## src/rtl/oddr_seq_pkg.sv

```systemverilog
// Shared types and sizing helpers for the ODDR word sequencer.
package oddr_seq_pkg;

  typedef enum logic [1:0] {
    HOLD  = 2'd0,
    IDLE  = 2'd1,
    SHIFT = 2'd2
  } state_t;

  // Bits needed to hold a counter value 0..max_val (never less than 1).
  function automatic int ctr_width(input int max_val);
    return (max_val < 2) ? 1 : $clog2(max_val + 1);
  endfunction

endpackage

```

## src/rtl/oddr_lock_sync.sv

```systemverilog
// Two-flop PLL lock synchronizer plus settle counter; lock_stable is high only
// once the synced lock has been high for SETTLE_CYCLES consecutive cycles.
module oddr_lock_sync
  import oddr_seq_pkg::*;
#(
  parameter int SETTLE_CYCLES = 64
) (
  input  logic clk,
  input  logic rst_n,
  input  logic pll_locked,
  output logic lock_stable
);

  localparam int CNT_W = ctr_width(SETTLE_CYCLES);
  localparam logic [CNT_W-1:0] SETTLE_MAX = CNT_W'(SETTLE_CYCLES);

  logic             sync1;
  logic             sync2;
  logic [CNT_W-1:0] settle_cnt;

  // NOTE: sequential state uses non-blocking (<=) so every flop samples pre-edge values.
  always_ff @(posedge clk or negedge rst_n) begin
    if (!rst_n) begin
      sync1      <= 1'b0;
      sync2      <= 1'b0;
      settle_cnt <= '0;
    end else begin
      sync1 <= pll_locked;
      sync2 <= sync1;
      if (!sync2) begin
        settle_cnt <= '0;
      end else if (settle_cnt != SETTLE_MAX) begin
        settle_cnt <= settle_cnt + 1'b1;
      end
    end
  end

  // Gated by sync2 so a lock drop is seen the same cycle, not one later.
  assign lock_stable = sync2 && (settle_cnt == SETTLE_MAX);

endmodule

```

## src/rtl/oddr_word_sequencer.sv

```systemverilog
// Feeds an ODDR two bits per clk (LSB first) from valid/ready words and holds it
// in reset until the PLL lock has settled. Define ODDR_SEQ_TRAINING_EN for a
// 1/0 training pattern on the data outputs while idle.
module oddr_word_sequencer
  import oddr_seq_pkg::*;
#(
  parameter int   WORD_W        = 8,
  parameter int   SETTLE_CYCLES = 64,
  parameter logic IDLE_LEVEL    = 1'b0
) (
  input  logic              clk,
  input  logic              rst_n,
  input  logic              pll_locked,
  input  logic              s_valid,
  output logic              s_ready,
  input  logic [WORD_W-1:0] s_data,
  output logic              oddr_d1,
  output logic              oddr_d2,
  output logic              oddr_ce,
  output logic              oddr_rst,
  output logic              busy,
  output logic              underrun
);

  localparam int BEATS  = WORD_W / 2;
  localparam int BEAT_W = ctr_width(BEATS - 1);
  localparam logic [BEAT_W-1:0] LAST_BEAT = BEAT_W'(BEATS - 1);

`ifdef ODDR_SEQ_TRAINING_EN
  localparam logic IDLE_D1 = 1'b1;
  localparam logic IDLE_D2 = 1'b0;
`else
  localparam logic IDLE_D1 = IDLE_LEVEL;
  localparam logic IDLE_D2 = IDLE_LEVEL;
`endif

  logic lock_stable;

  oddr_lock_sync #(
    .SETTLE_CYCLES(SETTLE_CYCLES)
  ) u_lock_sync (
    .clk        (clk),
    .rst_n      (rst_n),
    .pll_locked (pll_locked),
    .lock_stable(lock_stable)
  );

  state_t              state, state_next;
  logic [WORD_W-1:0]   sreg, sreg_next;
  logic [BEAT_W-1:0]   beat, beat_next;
  logic                d1_next, d2_next, ce_next, rst_next;
  logic                ready_next, busy_next, underrun_next;
  logic                accept, load, shift;

  assign accept = s_valid & s_ready;

  // NOTE: every always_comb output gets a default first, so no path can infer a latch.
  always_comb begin
    state_next    = state;
    sreg_next     = sreg;
    beat_next     = beat;
    load          = 1'b0;
    shift         = 1'b0;
    underrun_next = 1'b0;
    d1_next       = IDLE_LEVEL;
    d2_next       = IDLE_LEVEL;
    rst_next      = 1'b1;
    ce_next       = 1'b0;
    ready_next    = 1'b0;
    busy_next     = 1'b0;

    if (!lock_stable) begin
      state_next = HOLD;
    end else begin
      unique case (state)
        HOLD: state_next = IDLE;
        IDLE: begin
          if (accept) begin
            state_next = SHIFT;
            load       = 1'b1;
          end
        end
        SHIFT: begin
          if (beat != LAST_BEAT) begin
            shift = 1'b1;
          end else if (accept) begin
            load = 1'b1;
          end else begin
            state_next    = IDLE;
            underrun_next = 1'b1;
          end
        end
        default: state_next = HOLD;
      endcase
    end

    // Outputs are registered, so they are decoded from the state being entered.
    unique case (state_next)
      IDLE: begin
        rst_next   = 1'b0;
        ce_next    = 1'b1;
        ready_next = 1'b1;
        d1_next    = IDLE_D1;
        d2_next    = IDLE_D2;
      end
      SHIFT: begin
        rst_next  = 1'b0;
        ce_next   = 1'b1;
        busy_next = 1'b1;
        if (load) begin
          d1_next   = s_data[0];
          d2_next   = s_data[1];
          sreg_next = s_data >> 2;
          beat_next = '0;
        end else if (shift) begin
          d1_next   = sreg[0];
          d2_next   = sreg[1];
          sreg_next = sreg >> 2;
          beat_next = beat + 1'b1;
        end
        ready_next = (beat_next == LAST_BEAT);
      end
      default: begin
        beat_next = '0;
      end
    endcase
  end

  always_ff @(posedge clk or negedge rst_n) begin
    if (!rst_n) begin
      state    <= HOLD;
      sreg     <= '0;
      beat     <= '0;
      oddr_d1  <= IDLE_LEVEL;
      oddr_d2  <= IDLE_LEVEL;
      oddr_rst <= 1'b1;
      oddr_ce  <= 1'b0;
      s_ready  <= 1'b0;
      busy     <= 1'b0;
      underrun <= 1'b0;
    end else begin
      state    <= state_next;
      sreg     <= sreg_next;
      beat     <= beat_next;
      oddr_d1  <= d1_next;
      oddr_d2  <= d2_next;
      oddr_rst <= rst_next;
      oddr_ce  <= ce_next;
      s_ready  <= ready_next;
      busy     <= busy_next;
      underrun <= underrun_next;
    end
  end

endmodule

```

## config.mk

```make
export PLATFORM = sky130hd
export DESIGN_NAME = oddr_word_sequencer
export DESIGN_NICKNAME = d
export VERILOG_FILES = /design/src/rtl/oddr_seq_pkg.sv /design/src/rtl/oddr_lock_sync.sv /design/src/rtl/oddr_word_sequencer.sv
export SDC_FILE = /design/constraint.sdc
export NUM_CORES = 1
export LEC_CHECK = 0
export CAP_MARGIN = 20
export CORE_MARGIN = 3
export CORE_UTILIZATION = 57
export DETAILED_ROUTE_END_ITERATION = 8
export HOLD_SLACK_MARGIN = 0.03
export PLACE_DENSITY = 0.92
export REMOVE_ABC_BUFFERS = 1
export SLEW_MARGIN = 20
export SYNTH_ARGS = -nofsm -noshare
export SYNTH_HDL_FRONTEND = slang
export SYNTH_SLANG_ARGS = --single-unit
```

## constraint.sdc

```tcl
create_clock -name clk -period 6.6 [get_ports clk]
set_input_delay 0.99 -clock clk [delete_from_list [all_inputs] [get_ports clk]]
set_output_delay 0.99 -clock clk [all_outputs]
set_load 0.03 [all_outputs]
```

==> summary.json <==
{
  "via_count": 1059,
  "worst_setup_path_endpoint": "sreg[1]$_DFFE_PN0P_",
  "row_count": 16,
  "post_cts_hold_buffer_count": 0,
  "drv_slew": 0,
  "clock_latency_ns": 0.32,
  "setup.worst_path.end_class": "register",
  "comb_power_share_pct": 6.1,
  "tritoncts_clock_tree": "built",
  "fin_total_pwr_uw": 248,
  "grt_pass1_vias": 1076,
  "grt_usage_pct": 22.7,
  "routed_via_density": 5.92,
  "pre_cts_slack_ns": 3.16,
  "floorplan.die.height_um": 54.1,
  "port_buf_inserts": 18,
  "totalWireLength_um": 2840,
  "synth.area.mux_share_pct": 0,
  "finalClockSkew_ns": 0.00313,
  "timing.slew.headroom_pct": 61.9,
  "setup_violations": 0,
  "ioPinCount": 19,
  "run_status": "finished, final reports clean",
  "fin_tns_setup_ns": 0,
  "clock_path_buffers": 2,
  "yosys.area_share.adder_pct": 8.53,
  "fmaxAchievable_mhz": 320,
  "route.detailed.wl_per_inst_um": 15.8,
  "initial_core_utilization_pct": 63.4,
  "detailed_place_hpwl_um": 2080,
  "worst_slew_pin_slew_ns": 0.571,
  "cts-resized-gates": 0,
  "layout-area-overhead-vs-synth_pct": 17.5,
  "cts.sinks": 26,
  "die_w_um": 54.1,
  "initial_antenna_violation_count": 0,
  "post_synth_and_or_nand_nor_area_fraction_pct": 22.8,
  "antenna_violation_net_count_after_detailed_routing": 0,
  "ys_types": 33,
  "postCtsSetupBuffers": 0,
  "seq_area_frac_synth_pct": 49.4,
  "synth-xor-area-share_pct": 3.98,
  "hold_path_class": "reg2reg",
  "fp.dieArea_um2": 2930,
  "timing.critical_path.from_type": "input pin",
  "worst_r2r_path_depth": 11,
  "syn-instance-count": 131,
  "switchingPower_uw": 55.0,
  "cts_made_buffers": 3,
  "critical_path_arrival_ns": 3.38,
  "antenna-diode-count": 0,
  "grt.overflow.total": 0,
  "ys_dominant_reg_cell": "dfrtp_1",
  "syn-mean-instance-area_um2": 10.1,
  "final_net_count": 174,
  "synth_seq_cells": 26,
  "htreeDepth": 1,
  "first_iter_violations": 33,
  "drt_drc_violations_left": 0,
  "power.density_cell_area_nw_per_um2": 160,
  "critical_path.reg2reg.startpoint": "u_lock_sync.settle_cnt[0]$_DFFE_PN0P_",
  "timing_hold_violations_final": 0,
  "period_share_pct": 47.3,
  "seq_power_share_pct": 65.9,
  "worst_r2r_endpoint": "sreg[1]$_DFFE_PN0P_",
  "clk_pin_slew_worst_paths_ns": 0.13,
  "power.share.switching_pct": 22.2,
  "r2r_slack_ns": 3.85,
  "mappedNetlistArea_um2": 1320,
  "maxCapViolCount": 0,
  "irDropWorstVdd_uv": 127,
  "grt_first_pass_wirelength_um": 4650,
  "ctsRootBufferMaster": "clkbuf_4",
  "synth_top_family_by_area": "simple AND/OR/NAND/NOR gates",
  "pin_count_of_the_biggest_net_entering_global_routing": 27,
  "synth-edff-count": 0,
  "power_report.internal_total_uw": 193,
  "gp_congestion": 0.832,
  "finalWorstPathRequiredPeriod_ns": 3.12,
  "worst_slack_ns": 3.48,
  "crit_required_ns": 6.86,
  "drt_first_pass_iters": 4,
  "post_route_cells_drive_above_1_share_pct": 7.24,
  "pwr-share-clk_pct": 28.1,
  "timing.critical_path.fanout_max": 6,
  "timing.critical_path.from": "s_valid",
  "setup.worst_path.class": "in2reg",
  "setup_repair_after_global_routing_missed_its_margin": "no",
  "synth_async_sr_flop_share_pct": 100,
  "coreArea_um2": 2080,
  "synth-compound-area-share_pct": 12.4,
  "yosys_warnings": 0,
  "total_leakage_power_uw": 0.000702
}
[cells by family after synthesis]
kind of cell	after synthesis
simple gates	53
compound gates	27
xor+xnor	6
buf+inv	10
fa+ha+maj	9
flops	26
[state kept, by name, indices dropped and copies added, names as in the netlist]
signal                  flops
u_lock_sync.settle_cnt      7
sreg                        6
beat                        2
state                       2
busy                        1
oddr_ce                     1
oddr_d1                     1
oddr_d2                     1
oddr_rst                    1
s_ready                     1
u_lock_sync.sync1           1
u_lock_sync.sync2           1
underrun                    1
[worst max-delay path: stages]
cell             delay [ns]
clkdlybuf4s50_1        0.51
nand2_1                0.13
nand2_1                0.09
a21oi_1                0.06
or4_4                  0.52
inv_1                  0.09
ha_1                   0.23
nand3_2                0.15
nor3_1                 0.38
nor2_1                 0.09
a21oi_1                0.13
[synthesized netlist by cell type (2+ instances only)]
master	count	area share [%]
nor2_1	9	2.6
a22o_1	2	1.3
nand2_1	11	3.1
xnor2_1	5	3.3
a31oi_1	2	0.95
nand3_1	7	2.7
or3_1	5	2.4
dfrtp_1	25	47
inv_1	9	2.6
and3_1	4	1.9
nor3_1	3	1.1
a21oi_1	9	3.4
nor2b_1	3	1.4
ha_1	9	8.5
and2_1	4	1.9
o21ai_0	7	2.7
[worst min path at each step]
stage | from | end | slack (ns) | cells after the start
detailed placement | u_lock_sync.sync1$_DFF_PN0_ | u_lock_sync.sync2$_DFF_PN0_ | 0.34 | 0
global placement | u_lock_sync.sync1$_DFF_PN0_ | u_lock_sync.sync2$_DFF_PN0_ | 0.34 | 0
CTS | u_lock_sync.sync1$_DFF_PN0_ | u_lock_sync.sync2$_DFF_PN0_ | 0.37 | 0
floorplan | u_lock_sync.sync1$_DFF_PN0_ | u_lock_sync.sync2$_DFF_PN0_ | 0.33 | 0
finish | u_lock_sync.sync1$_DFF_PN0_ | u_lock_sync.sync2$_DFF_PN0_ | 0.37 | 0
global route | u_lock_sync.sync1$_DFF_PN0_ | u_lock_sync.sync2$_DFF_PN0_ | 0.39 | 0
[stage by stage]
stage	utilization, %	std cells	area, um2	hold slack, ns
floorplan	-	130	1320	0.331
global placement	73.5	175	1530	0.339
detailed placement	73.5	175	1530	0.340
CTS	74.8	179	1560	0.366
global route	74.5	179	1550	0.387
finish	74.5	179	1550	0.367
[power by group through the flow]
stage | registers (uW) | logic (uW) | clock network [uW]
floorplan | 166 | 4.60 | 0
global placement | 166 | 14.6 | 0
detailed placement | 167 | 15.3 | 0
CTS | 164 | 15.5 | 69.9
global route | 164 | 17.0 | 78.9
finish | 164 | 15.0 | 69.7
[per-layer routing]
metal,share of wire (%),global-route usage (%)
met1,42,26.0
met2,49,38.8
met3,6.5,6.09
met4,2.8,10.4
met5,0,0
[final cells by class]
type | instances | area, um2
Clock buffer | 4 | 26.3
Fill cell | 146 | 531
Inverter | 9 | 33.8
Multi-Input combinational cell | 95 | 631
Sequential cell | 26 | 652
Tap cell | 27 | 33.8
Timing Repair Buffer | 18 | 175
[layout by cell type, fill, tap and decap left out, drive strengths merged, types with 5 or more instances in the layout]
master and n:
a21oi 9, nand2 12, xnor2 5, clkdlybuf4s50 17, inv 9, or3 5
ha 9, nor2 9, o21ai 8, nand3 8, dfrtp 25
Note: power is estimated with default switching activity, not from simulation.
